### src/rtl/time_set_controller.sv
// time_set_controller: run/set sequencer for the time-of-day counter.
// Snapshots the running time on an edit request, steps the user through
// hours, minutes and seconds with next/up/down, then pulses a one-cycle
// load back to the counter. It also drives the blink strobe for the display.
// Optional feature macro: TIME_SET_AUTOREPEAT_EN (hold-to-repeat on up/down).
module time_set_controller #(
    parameter int unsigned BLINK_CYCLES   = 25000000,
    parameter int unsigned TIMEOUT_CYCLES = 500000000,
    parameter int unsigned HOLD_CYCLES    = 50000000,
    parameter int unsigned REPEAT_CYCLES  = 10000000
) (
    input  logic       clk_in,
    input  logic       reset,
    input  logic       btn_edit,
    input  logic       btn_next,
    input  logic       btn_up,
    input  logic       btn_down,
    input  logic [7:0] cur_hours,
    input  logic [7:0] cur_minutes,
    input  logic [7:0] cur_seconds,
    output logic [2:0] field_sel_o,
    output logic [7:0] edit_hours_o,
    output logic [7:0] edit_minutes_o,
    output logic [7:0] edit_seconds_o,
    output logic       load_o,
    output logic       pause_o,
    output logic       blink_o
);

    localparam int BW = $clog2(BLINK_CYCLES + 1);
    localparam int TW = $clog2(TIMEOUT_CYCLES + 1);
    localparam logic [BW-1:0] BLINK_LAST = BW'(BLINK_CYCLES - 1);
    localparam logic [TW-1:0] IDLE_LAST  = TW'(TIMEOUT_CYCLES - 1);

    typedef enum logic [2:0] {
        ST_RUN,
        ST_SET_H,
        ST_SET_M,
        ST_SET_S,
        ST_COMMIT
    } state_t;

    state_t          r_state;
    logic [2:0]      r_field_sel;
    logic [7:0]      r_edit_hr;
    logic [7:0]      r_edit_min;
    logic [7:0]      r_edit_sec;
    logic            r_load;
    logic            r_pause;
    logic            r_blink;
    logic [BW-1:0]   r_blink_cnt;
    logic [TW-1:0]   r_idle_cnt;

    // Button sample and previous sample, bit order {edit, next, up, down}
    logic [3:0]      r_btn_s;
    logic [3:0]      r_btn_d;
    logic [3:0]      w_press;
    logic            w_p_edit;
    logic            w_p_next;
    logic            w_p_up;
    logic            w_p_down;
    logic            w_in_set;
    logic            w_rep_step;
    logic            w_rep_down;
    logic            w_step_up;
    logic            w_step_dn;
    logic [7:0]      w_sel_val;
    logic [7:0]      w_sel_max;
    logic [7:0]      w_sel_inc;
    logic [7:0]      w_sel_dec;

    assign w_press  = r_btn_s & ~r_btn_d;
    assign w_p_edit = w_press[3];
    assign w_p_next = w_press[2];
    assign w_p_up   = w_press[1];
    assign w_p_down = w_press[0];
    assign w_in_set = (r_state == ST_SET_H) || (r_state == ST_SET_M) || (r_state == ST_SET_S);

    // Up/down requests after priority: a real press beats a repeat step
    assign w_step_up = w_p_up || (w_rep_step && !w_rep_down);
    assign w_step_dn = !w_p_up && (w_p_down || (w_rep_step && w_rep_down));

    // Sample the button levels and keep the previous sample for edge detection
    always_ff @(posedge clk_in or posedge reset) begin
        if (reset) begin
            r_btn_s <= '0;
            r_btn_d <= '0;
        end else begin
            r_btn_s <= {btn_edit, btn_next, btn_up, btn_down};
            r_btn_d <= r_btn_s;
        end
    end

    // Currently selected field value and its wrap limit, with +1/-1 results
    always_comb begin
        w_sel_val = r_edit_sec;
        w_sel_max = 8'd59;
        if (r_state == ST_SET_H) begin
            w_sel_val = r_edit_hr;
            w_sel_max = 8'd23;
        end else if (r_state == ST_SET_M) begin
            w_sel_val = r_edit_min;
        end
        w_sel_inc = (w_sel_val >= w_sel_max) ? 8'd0 : w_sel_val + 8'd1;
        w_sel_dec = ((w_sel_val == 8'd0) || (w_sel_val > w_sel_max)) ? w_sel_max : w_sel_val - 8'd1;
    end

`ifdef TIME_SET_AUTOREPEAT_EN
    localparam int RW = $clog2(((HOLD_CYCLES > REPEAT_CYCLES) ? HOLD_CYCLES : REPEAT_CYCLES) + 1);

    logic          r_rep_active;
    logic          r_rep_down;
    logic          r_rep_phase;
    logic [RW-1:0] r_rep_cnt;
    logic          w_rep_held;
    logic [RW-1:0] w_rep_last;

    assign w_rep_held = r_rep_down ? r_btn_s[0] : r_btn_s[1];
    assign w_rep_last = r_rep_phase ? RW'(REPEAT_CYCLES - 1) : RW'(HOLD_CYCLES - 1);
    assign w_rep_step = r_rep_active && w_rep_held && w_in_set &&
                        (w_press == 4'b0000) && (r_rep_cnt == w_rep_last);
    assign w_rep_down = r_rep_down;

    // Hold/repeat timer: armed by an up/down press, first step after the hold
    // time, then one step per repeat period until release or any interruption
    always_ff @(posedge clk_in or posedge reset) begin
        if (reset) begin
            r_rep_active <= 1'b0;
            r_rep_down   <= 1'b0;
            r_rep_phase  <= 1'b0;
            r_rep_cnt    <= '0;
        end else if (!w_in_set || w_p_edit || w_p_next) begin
            r_rep_active <= 1'b0;
        end else if (w_p_up || w_p_down) begin
            r_rep_active <= 1'b1;
            r_rep_down   <= !w_p_up;
            r_rep_phase  <= 1'b0;
            r_rep_cnt    <= '0;
        end else if (r_rep_active) begin
            if (!w_rep_held) begin
                r_rep_active <= 1'b0;
            end else if (w_rep_step) begin
                r_rep_phase <= 1'b1;
                r_rep_cnt   <= '0;
            end else begin
                r_rep_cnt <= r_rep_cnt + 1'b1;
            end
        end
    end
`else
    assign w_rep_step = 1'b0;
    // Direction is irrelevant without repeat steps; tying it to the repeat
    // parameters keeps one parameter list meaningful in both builds.
    assign w_rep_down = (HOLD_CYCLES == 0) || (REPEAT_CYCLES == 0);
`endif

    // Main sequencer: state, edit registers, blink and idle timeout, all registered
    always_ff @(posedge clk_in or posedge reset) begin
        if (reset) begin
            r_state     <= ST_RUN;
            r_field_sel <= 3'b000;
            r_edit_hr   <= 8'd0;
            r_edit_min  <= 8'd0;
            r_edit_sec  <= 8'd0;
            r_load      <= 1'b0;
            r_pause     <= 1'b0;
            r_blink     <= 1'b0;
            r_blink_cnt <= '0;
            r_idle_cnt  <= '0;
        end else begin
            r_load <= 1'b0;
            case (r_state)
                ST_RUN: begin
                    if (w_p_edit) begin
                        r_edit_hr   <= cur_hours;
                        r_edit_min  <= cur_minutes;
                        r_edit_sec  <= cur_seconds;
                        r_state     <= ST_SET_H;
                        r_field_sel <= 3'b100;
                        r_pause     <= 1'b1;
                        r_blink     <= 1'b1;
                        r_blink_cnt <= '0;
                        r_idle_cnt  <= '0;
                    end
                end
                ST_SET_H, ST_SET_M, ST_SET_S: begin
                    if (w_p_edit) begin
                        r_state     <= ST_RUN;
                        r_field_sel <= 3'b000;
                        r_pause     <= 1'b0;
                        r_blink     <= 1'b0;
                    end else if (w_p_next) begin
                        r_idle_cnt  <= '0;
                        r_blink_cnt <= '0;
                        if (r_state == ST_SET_S) begin
                            r_state     <= ST_COMMIT;
                            r_field_sel <= 3'b000;
                            r_load      <= 1'b1;
                            r_blink     <= 1'b0;
                        end else begin
                            r_state     <= (r_state == ST_SET_H) ? ST_SET_M : ST_SET_S;
                            r_field_sel <= r_field_sel >> 1;
                            r_blink     <= 1'b1;
                        end
                    end else begin
                        if (r_blink_cnt == BLINK_LAST) begin
                            r_blink     <= ~r_blink;
                            r_blink_cnt <= '0;
                        end else begin
                            r_blink_cnt <= r_blink_cnt + 1'b1;
                        end
                        if (w_step_up || w_step_dn) begin
                            r_idle_cnt <= '0;
                            if (r_state == ST_SET_H) begin
                                r_edit_hr <= w_step_up ? w_sel_inc : w_sel_dec;
                            end else if (r_state == ST_SET_M) begin
                                r_edit_min <= w_step_up ? w_sel_inc : w_sel_dec;
                            end else begin
                                r_edit_sec <= w_step_up ? w_sel_inc : w_sel_dec;
                            end
                        end else if (r_idle_cnt == IDLE_LAST) begin
                            // Abandon the edit; the counter keeps its own time
                            r_state     <= ST_RUN;
                            r_field_sel <= 3'b000;
                            r_pause     <= 1'b0;
                            r_blink     <= 1'b0;
                            r_idle_cnt  <= '0;
                        end else begin
                            r_idle_cnt <= r_idle_cnt + 1'b1;
                        end
                    end
                end
                ST_COMMIT: begin
                    r_state <= ST_RUN;
                    r_pause <= 1'b0;
                end
                default: begin
                    r_state     <= ST_RUN;
                    r_field_sel <= 3'b000;
                    r_pause     <= 1'b0;
                    r_blink     <= 1'b0;
                end
            endcase
        end
    end

    assign field_sel_o    = r_field_sel;
    assign edit_hours_o   = r_edit_hr;
    assign edit_minutes_o = r_edit_min;
    assign edit_seconds_o = r_edit_sec;
    assign load_o         = r_load;
    assign pause_o        = r_pause;
    assign blink_o        = r_blink;

endmodule

### config.mk
export PLATFORM = sky130hd
export DESIGN_NAME = time_set_controller
export DESIGN_NICKNAME = d
export VERILOG_FILES = /design/src/rtl/time_set_controller.sv
export SDC_FILE = /design/constraint.sdc
export NUM_CORES = 1
export LEC_CHECK = 0
export ABC_AREA = 0
export BUFFER_PORTS_ARGS = -buffer_cell sky130_fd_sc_hd__buf_2
export CAP_MARGIN = 20
export CORE_ASPECT_RATIO = 0.7
export CORE_UTILIZATION = 50
export DETAILED_ROUTE_END_ITERATION = 8
export GPL_TIMING_DRIVEN = 0
export PLACE_DENSITY_LB_ADDON = 0.3
export SYNTH_ARGS = -nofsm -noshare
export SYNTH_HDL_FRONTEND = slang
export SYNTH_SLANG_ARGS = --single-unit
### constraint.sdc
create_clock -name clk_in -period 4.8 [get_ports clk_in]
set_input_delay 0.72 -clock clk_in [delete_from_list [all_inputs] [get_ports clk_in]]
set_output_delay 0.72 -clock clk_in [all_outputs]
set_load 0.03 [all_outputs]
==> results of run 1 <==
sequential cells by signal, summed over array words and instances (netlist names):
| name | count |
|---|---|
| r_btn_d | 4 |
| r_blink_cnt | 25 |
| pause_o | 1 |
| r_idle_cnt | 29 |
| edit_minutes_o | 8 |
| r_btn_s | 4 |
| edit_hours_o | 8 |
| edit_seconds_o | 8 |
| r_state | 3 |
| blink_o | 1 |
| field_sel_o | 3 |
| load_o | 1 |
cells by family after synthesis:
logic type      count (synthesis)  share of synthesized area (%)
simple gates                  282                           25.4
flops                          95                           43.4
compound gates                163                           20.0
fa+ha+maj                       5                           1.14
buf+inv                        45                           3.93
xor+xnor                       34                           5.43
mux                             4                          0.731
through the flow:
step | worst slack (ns) | instances | power, uW
floorplan | 1.42 | 628 | 1510
global placement | 0.526 | 835 | 1720
detailed placement | 0.872 | 837 | 1730
CTS | 0.846 | 852 | 2420
global route | 0.515 | 852 | 2540
finish | 0.719 | 852 | 2430
layout make-up:
type	count	area (sq um)	area share, %
clock inverter	4	32.5	0.519
sequential	95	2380	37.9
clock buffer	11	243	3.87
inverter	17	66.3	1.06
buffer	28	151	2.41
tap	148	185	2.95
timing repair buffer	61	328	5.23
multi-input combinational	488	2890	46.0
power by group:
part | switching, uW | total [uW] | internal (uW)
sequential | 89.5 | 966 | 876
combinational | 523 | 776 | 252
clock | 320 | 685 | 365
total | 933 | 2430 | 1490
worst max-delay path, stage by stage, from the launching register on:
cell and delay [ns]:
dfrtp_1 0.49, buf_4 0.24, buf_6 0.16, nor2_1 0.11
a21oi_1 0.07, o221ai_1 0.53, inv_1 0.10, ha_1 0.28
or3_1 0.33, a21oi_1 0.15, o211ai_1 0.17, and4_4 0.26
a211oi_4 0.39, nor2_2 0.14, a2111oi_4 0.38, o22ai_1 0.14
per-layer routing:
metal  vias up  global-route usage (%)  share of wire (%)
met5         -                       0                  0
met1      2449                    41.6                 50
met2       223                    39.1                 41
li1       2398                       -                  -
met3        14                    6.16                8.5
met4         0                    7.03               0.92
placed cells by master, fill, tap and decap left out, types with 3 or more instances in the layout:
cell type	instances
o21ai_1	8
o211ai_1	7
a21oi_1	37
nor2_1	78
nand3_1	25
and3_1	13
nor4_1	5
nor3b_1	3
inv_1	14
dfrtp_1	95
a31oi_1	12
mux2i_1	4
nor3_1	13
buf_2	67
or3_1	11
and2_1	3
o41ai_1	4
xnor2_1	12
buf_6	4
xor2_1	22
o22ai_1	4
nand2b_1	9
o31ai_1	5
nor4b_1	3
nand2_1	76
a21o_1	5
or2_1	3
nor2b_1	10
ha_1	5
o21a_1	3
o221ai_1	9
clkbuf_16	9
clkbuf_1	15
nand4_1	15
o21ai_0	47
worst paths after layout:
path | end | cells past startpoint
worst max-delay path | edit_seconds_o[4]$_DFFE_PP0P_ | 15
worst min-delay path | edit_minutes_o[0]$_DFFE_PP0P_ | 2
worst min register to register | r_btn_d[1]$_DFF_PP0_ | 0
min in group clk_in | r_btn_d[1]$_DFF_PP0_ | 0
max in group asynchronous | field_sel_o[0]$_DFFE_PP0P_ | 3
worst max register to register | edit_seconds_o[4]$_DFFE_PP0P_ | 15
==> qor.csv, run 1 <==
metric,value,unit
gpl congestion,0.984,
CTS H-tree depth,3,
area delta synth->final,14.4,%
detailed placer's ending HPWL,10500,um
fillcell total,922,
f_max,0.245,GHz
RR Startpoint,r_state[2]$_DFFE_PP0P_,
min Tclk post-route,4.08,ns
post-CTS setup buffer count,0,
setup TNS,0,ns
ranking of synthesized cells by area,"dfrtp_1 43%, nor2_1 5.3%, nand2_1 5.2%, o21ai_0 4.3%, xor2_1 3.5%",
clk buf depth,2,
number of antenna violations at the first check in global routing,0,
share of layout cells above drive strength 1,15.6,%
status,completed,
"flops & latches, synth",95,
CTS buffer count,9,
CTS root buf,clkbuf_16,
first-pass GRT wire length,24000,um
Antenna Nets Post-Route,0,
worst hold margin,0.347,ns
final instance area,6270,sq um
nets@finish,735,
Die Height,89.6,um
CTS tree,yes,
type of destination of the critical path,flip-flop,
CTS sink count,95,
number of synthesized flops with an enable pin,0,
Skew-Pair Late Insertion Delay,0.35,ns
CP Data Arrival Time,4.30,ns
final hold vios,0,
Synth Cell Area,5480,sq um
routed via count,5084,
# resized after CTS,0,
most common cell in the netlist,dfrtp_1,
Relative slew margins,41.2,%
"Max FO, Critical Path",10,
worst vdd ir,225,uV
syn_area_per_cell,8.72,sq um
RSZ-0062 raised after global routing,false,
CP startpoint kind,flip-flop,
Gate Count Post-Synth,628,
Worst-path clk slew,0.07,ns
hold buffers post-CTS,0,
Final Max Tran Viols,0,
First-pass DRT Iterations,5,
gr usage total,27.3,%
Die ar.,11400,sq um
Synth top area share,43.4,%
drc violations,0,
Synth area leader,dfrtp_1,
# setup viols final,0,
syn_nets,663,
Synth Flop Type,dfrtp_1,
Layout Utilization,59.6,%
Antenna diodes,0,
Iter 0 DRT Violations,503,
number of global-route vias before repair,4618,
synth warn,0,
Initial Util,52.1,%
r2r setup slk,0.72,ns
final worst path period share,85.0,%
pwr dens,387,nW/um^2
total grt overflow,0,
Synth async-reset ratio,100,%
Leak Pwr,0.00266,uW
Commonest cells post-synth,"95 x dfrtp_1, 78 x nor2_1, 76 x nand2_1",
Die X,127,um
register area share after synthesis,43.4,%
Fin Clk Skew,0.00952,ns
Min-Delay Path Class,input pin to asynchronous set/reset pin,
largest net degree at the start of global routing,73,
DRT Wirelength,14600,um
Synth cell types,66,
Port Buf Inserts,59,
Required @ worst endpoint,5.02,ns
Std-Cell Rows,31,
Critical path origin,r_state[2]$_DFFE_PP0P_,
Max-cap violations,0,
I/O pin total,60,
Worst-Margin Slew,0.860,ns
cell area after placement,5990,sq um
WS Path Type,flip-flop to flip-flop,
vias per cell,5.97,
core box area,10500,sq um
Avg WL per Cell,17.1,um
Power figures use the tool's default switching activity.
==> run 2: changes to the inputs <==
--- a/config.mk
+++ b/config.mk
@@ -12,6 +12,7 @@
 export CORE_UTILIZATION = 50
 export DETAILED_ROUTE_END_ITERATION = 8
 export GPL_TIMING_DRIVEN = 0
+export MAX_ROUTING_LAYER = met4
 export PLACE_DENSITY_LB_ADDON = 0.3
 export SYNTH_ARGS = -nofsm -noshare
 export SYNTH_HDL_FRONTEND = slang
==> qor.csv, run 2 (synthesis results as in run 1) <==
metric,value,unit
"Max FO, Critical Path",10,
worst vdd ir,231,uV
pwr dens,385,nW/um^2
cell-by-cell listing of the critical path,buf_4 > buf_6 > nor2_1 > a21oi_1 > o221ai_1 > inv_1 > ha_1 > or3_1 > a21oi_1 > o211ai_1 > and4_4 > a211oi_4 > mux2i_1 > o211ai_1 > a31oi_1,
Required @ worst endpoint,5.00,ns
RSZ-0062 raised after global routing,false,
most frequent cells in the layout,"95 x dfrtp_1, 78 x nor2_1, 76 x nand2_1",
Antenna Nets Post-Route,0,
WS Path Type,flip-flop to flip-flop,
Skew-Pair Late Insertion Delay,0.35,ns
clk buf depth,2,
routed via count,5079,
Die Height,89.6,um
DRT Wirelength,14700,um
Final Max Tran Viols,0,
f_max,0.246,GHz
Max-cap violations,0,
Relative slew margins,39.2,%
Antenna diodes,0,
Die X,127,um
first-pass GRT wire length,23700,um
First-pass DRT Iterations,7,
Min-Delay Path Class,input pin to asynchronous set/reset pin,
Worst-path clk slew,0.07,ns
I/O pin total,60,
Die ar.,11400,sq um
CP Data Arrival Time,4.27,ns
cell count after placement,837,
most flop-heavy register,r_idle_cnt,
final worst path period share,84.8,%
type of destination of the critical path,flip-flop,
max FFs per register,29,
area delta synth->final,14.4,%
Initial Util,52.1,%
min Tclk post-route,4.07,ns
hold buffers post-CTS,0,
slowest CP cell,o221ai_1,
Std-Cell Rows,31,
pre-CTS setup slack,0.834,ns
CTS H-tree depth,3,
Worst-Margin Slew,0.889,ns
CTS tree,yes,
Fin Clk Skew,0.0107,ns
fin cells,852,
Final WS setup,0.727,ns
CP top delay family,compound AO/OA/AOI/OAI gates,
share of layout cells above drive strength 1,15.8,%
gpl congestion,1.02,
Avg WL per Cell,17.2,um
# resized after CTS,0,
vias per cell,5.96,
number of antenna violations at the first check in global routing,0,
CP peak stage delay,0.55,ns
worst hold margin,0.350,ns
Iter 0 DRT Violations,435,
CP startpoint kind,flip-flop,
gr usage total,28.0,%
number of global-route vias before repair,4590,
Port Buf Inserts,59,
setup TNS,0,ns
status,completed,
CTS sink count,95,
Leak Pwr,0.00266,uW
post-CTS setup buffer count,0,
top flop regs,"r_idle_cnt (29), r_blink_cnt (25)",
# setup viols final,0,
core box area,10500,sq um
nets@finish,735,
final hold vios,0,
CP bufs+invs,3,
total grt overflow,0,
"commonest non-fill, non-tap cell in the layout",dfrtp_1,
CTS root buf,clkbuf_16,
largest net degree at the start of global routing,73,
detailed placer's ending HPWL,10700,um
drc violations,0,
CTS buffer count,9,
-- run 2: cell types whose count changed in the layout (fill, tap and decap cells not counted) --
cell      delta
inv_6        +1
clkbuf_8     -1
clkbuf_1     -1
clkinv_2     +1
-- run 2: cell type report --
cell class              count  area (sq um)
fillers                   936          4250
well taps                 148           185
inverters                  17          66.3
clock inverters             6          46.3
repair buffers             61           328
clock buffers               9           225
multi-input cells         488          2890
flip-flops and latches     95          2380
plain buffers              28           151
-- run 2: final timing paths --
kind | from | slack, ns | end | depth (start not counted)
max in group asynchronous | reset | 3.79 | field_sel_o[2]$_DFFE_PP0P_ | 3
worst max register to register | r_state[2]$_DFFE_PP0P_ | 0.73 | edit_minutes_o[3]$_DFFE_PP0P_ | 15
worst min-delay path | reset | 0.35 | edit_hours_o[0]$_DFFE_PP0P_ | 2
min in group clk_in | r_btn_s[3]$_DFF_PP0_ | 0.41 | r_btn_d[3]$_DFF_PP0_ | 0
worst max-delay path | r_state[2]$_DFFE_PP0P_ | 0.73 | edit_minutes_o[3]$_DFFE_PP0P_ | 15
worst min register to register | r_btn_s[3]$_DFF_PP0_ | 0.41 | r_btn_d[3]$_DFF_PP0_ | 0
-- run 2: power breakdown --
| part | total [uW] | switching, uW | internal, uW | leakage [uW] |
|---|---|---|---|---|
| clock | 678 | 326 | 352 | 0.000128 |
| sequential | 964 | 87.8 | 876 | 0.00124 |
| combinational | 773 | 520 | 252 | 0.00129 |
| total | 2410 | 934 | 1480 | 0.00266 |
-- run 2: worst reg2reg max path: cells and delay by family (launching register included) --
kind | cells | cell delay, ns
AO/OA/AOI/OAI | 7 | 1.84
AND/OR/NAND/NOR | 3 | 0.70
buffers and inverters | 3 | 0.51
flip-flops | 1 | 0.49
adder cells (fa/ha/maj) | 1 | 0.28
multiplexers | 1 | 0.13
-- run 2: layer usage --
metal	wire (um)	share of wire (%)	global-route usage, %	vias up
met3	1010	6.9	5.45	15
li1	-	-	-	2390
met4	192	1.3	7.14	0
met5	0	0	-	-
met2	6050	41	39.4	194
met1	7400	51	41.2	2480
-- run 2: metrics by stage --
step           power (uW)  area (sq um)  util, %
3_5_place_dp         1740          5990     57.0
4_1_cts              2410          6270     59.6
3_3_place_gp         1720          5960     56.7
2_1_floorplan        1510          5480        -
6_report             2410          6270     59.6
5_1_grt              2520          6270     59.6
==> run 3: changes to the inputs <==
==> constraint.sdc (replaced) <==
create_clock -name clk_in -period 3.8 [get_ports clk_in]
set_input_delay 0.57 -clock clk_in [delete_from_list [all_inputs] [get_ports clk_in]]
set_output_delay 0.57 -clock clk_in [all_outputs]
set_load 0.03 [all_outputs]
==> qor.csv, run 3 (synthesis results as in run 1) <==
metric,value,unit
status,completed,
gr usage total,28.2,%
Power Total,3090,uW
final worst path period share,96.9,%
total grt overflow,0,
# setup viols final,0,
CTS buffer count,9,
Leak Pwr,0.00269,uW
Fin Clk Skew,0.0104,ns
type of destination of the critical path,flip-flop,
core box area,10500,sq um
top flop regs,"r_idle_cnt (29), r_blink_cnt (25)",
r2r setup slk,0.12,ns
DRT Wirelength,14800,um
CTS root buf,clkbuf_16,
Antenna Nets Post-Route,0,
setup TNS,0,ns
"commonest non-fill, non-tap cell in the layout",dfrtp_1,
worst vdd ir,295,uV
Antenna diodes,0,
Min-Delay Path Class,input pin to asynchronous set/reset pin,
Net Sw Frac,38.6,%
CP Data Arrival Time,3.90,ns
Die Height,89.6,um
Worst-path clk slew,0.07,ns
first-pass GRT wire length,23800,um
Die X,127,um
Worst-Margin Slew,0.946,ns
pwr dens,487,nW/um^2
"Max FO, Critical Path",10,
CTS sink count,95,
clk buf depth,2,
area delta synth->final,15.6,%
Die ar.,11400,sq um
Required @ worst endpoint,4.01,ns
Skew-Pair Late Insertion Delay,0.35,ns
vias per cell,5.90,
number of antenna violations at the first check in global routing,0,
routed via count,5059,
Iter 0 DRT Violations,431,
CTS H-tree depth,3,
First-pass DRT Iterations,5,
I/O pin total,60,
CTS tree,yes,
gpl congestion,1.02,
Std-Cell Rows,31,
CP startpoint kind,flip-flop,
sw power,1190,uW
Flop pwr share,39.5,%
most flop-heavy register,r_idle_cnt,
max FFs per register,29,
Initial Util,52.1,%
share of layout cells above drive strength 1,16.9,%
reg2reg end,edit_seconds_o[2]$_DFFE_PP0P_,
Critical path origin,r_state[1]$_DFFE_PP0P_,
Comb pwr share,32.8,%
largest net degree at the start of global routing,73,
Avg WL per Cell,17.3,um
RR Startpoint,r_state[1]$_DFFE_PP0P_,
number of global-route vias before repair,4634,
R2R depth,16,
most frequent cells in the layout,"94 x dfrtp_1, 78 x nor2_1, 75 x nand2_1",
Relative slew margins,35.3,%
clock power share,27.7,%
Port Buf Inserts,59,
Worst Setup EP,edit_seconds_o[2]$_DFFE_PP0P_,
detailed placer's ending HPWL,10700,um
f_max,0.271,GHz
min Tclk post-route,3.68,ns
drc violations,0,
hold buffers post-CTS,0,
final hold vios,0,
Pint,1890,uW
WS Path Type,flip-flop to flip-flop,
nets@finish,740,
Max-cap violations,0,
Final Max Tran Viols,0,
run 3: power by group through the flow:
stage,registers [uW],logic (uW),clock network [uW]
after floorplan,1370,537,0
after global placement,1230,941,0
after detailed placement,1230,965,0
after CTS,1210,975,869
after global routing,1230,1090,902
final,1220,1010,855
run 3: how the worst min path moves through the flow:
stage               slack [ns]                  from                            end
finish                    0.20                 reset  edit_minutes_o[0]$_DFFE_PP0P_
detailed placement        0.39  r_btn_s[1]$_DFF_PP0_           r_btn_d[1]$_DFF_PP0_
global route              0.22                 reset  edit_minutes_o[0]$_DFFE_PP0P_
CTS                       0.20                 reset    edit_hours_o[4]$_DFFE_PP0P_
global placement          0.39  r_btn_s[3]$_DFF_PP0_           r_btn_d[3]$_DFF_PP0_
floorplan                 0.35  r_btn_s[0]$_DFF_PP0_           r_btn_d[0]$_DFF_PP0_
run 3: final cells by class:
cell class | instances | area (sq um)
Sequential cell | 95 | 2380
Timing Repair Buffer | 66 | 365
Tap cell | 148 | 185
Buffer | 28 | 156
Fill cell | 927 | 4180
Clock inverter | 6 | 46.3
Multi-Input combinational cell | 488 | 2910
Clock buffer | 9 | 225
Inverter | 17 | 66.3
run 3: critical path, cell delays in order (launching register included):
cell	delay, ns
dfrtp_1	0.34
buf_2	0.23
clkbuf_4	0.27
buf_4	0.23
o211ai_1	0.16
o221ai_4	0.15
inv_1	0.08
ha_1	0.26
or3_1	0.33
a21oi_1	0.15
o211ai_1	0.17
and4_4	0.26
a211oi_4	0.16
buf_4	0.19
mux2i_1	0.25
o221a_4	0.25
o22ai_2	0.08
run 3: metal layers:
layer  vias to the layer above  track usage, %  wire length [um]
met4                         0            7.25               145
met3                        13            5.63              1030
met1                      2475            41.1              7440
met5                         -               -                 0
li1                       2401               -                 -
met2                       170            39.8              6200
run 3: what timing repair did:
action	CTS	global route
buffers inserted	1	4
setup endpoints to repair	16	21
resized for setup	3	4
gates cloned	0	0
pin swaps	1	4
run 3: stage by stage:
stage | util (%) | instance area, sq um | hold slack, ns | worst slack [ns] | std cells
6_report | 60.3 | 6340 | 0.197 | 0.116 | 857
5_1_grt | 60.3 | 6340 | 0.221 | -0.0146 | 857
4_1_cts | 59.8 | 6290 | 0.202 | 0.0230 | 853
3_5_place_dp | 57.0 | 5990 | 0.393 | -0.166 | 837
3_3_place_gp | 56.7 | 5960 | 0.385 | -0.306 | 835
2_1_floorplan | - | 5480 | 0.354 | 0.417 | 628
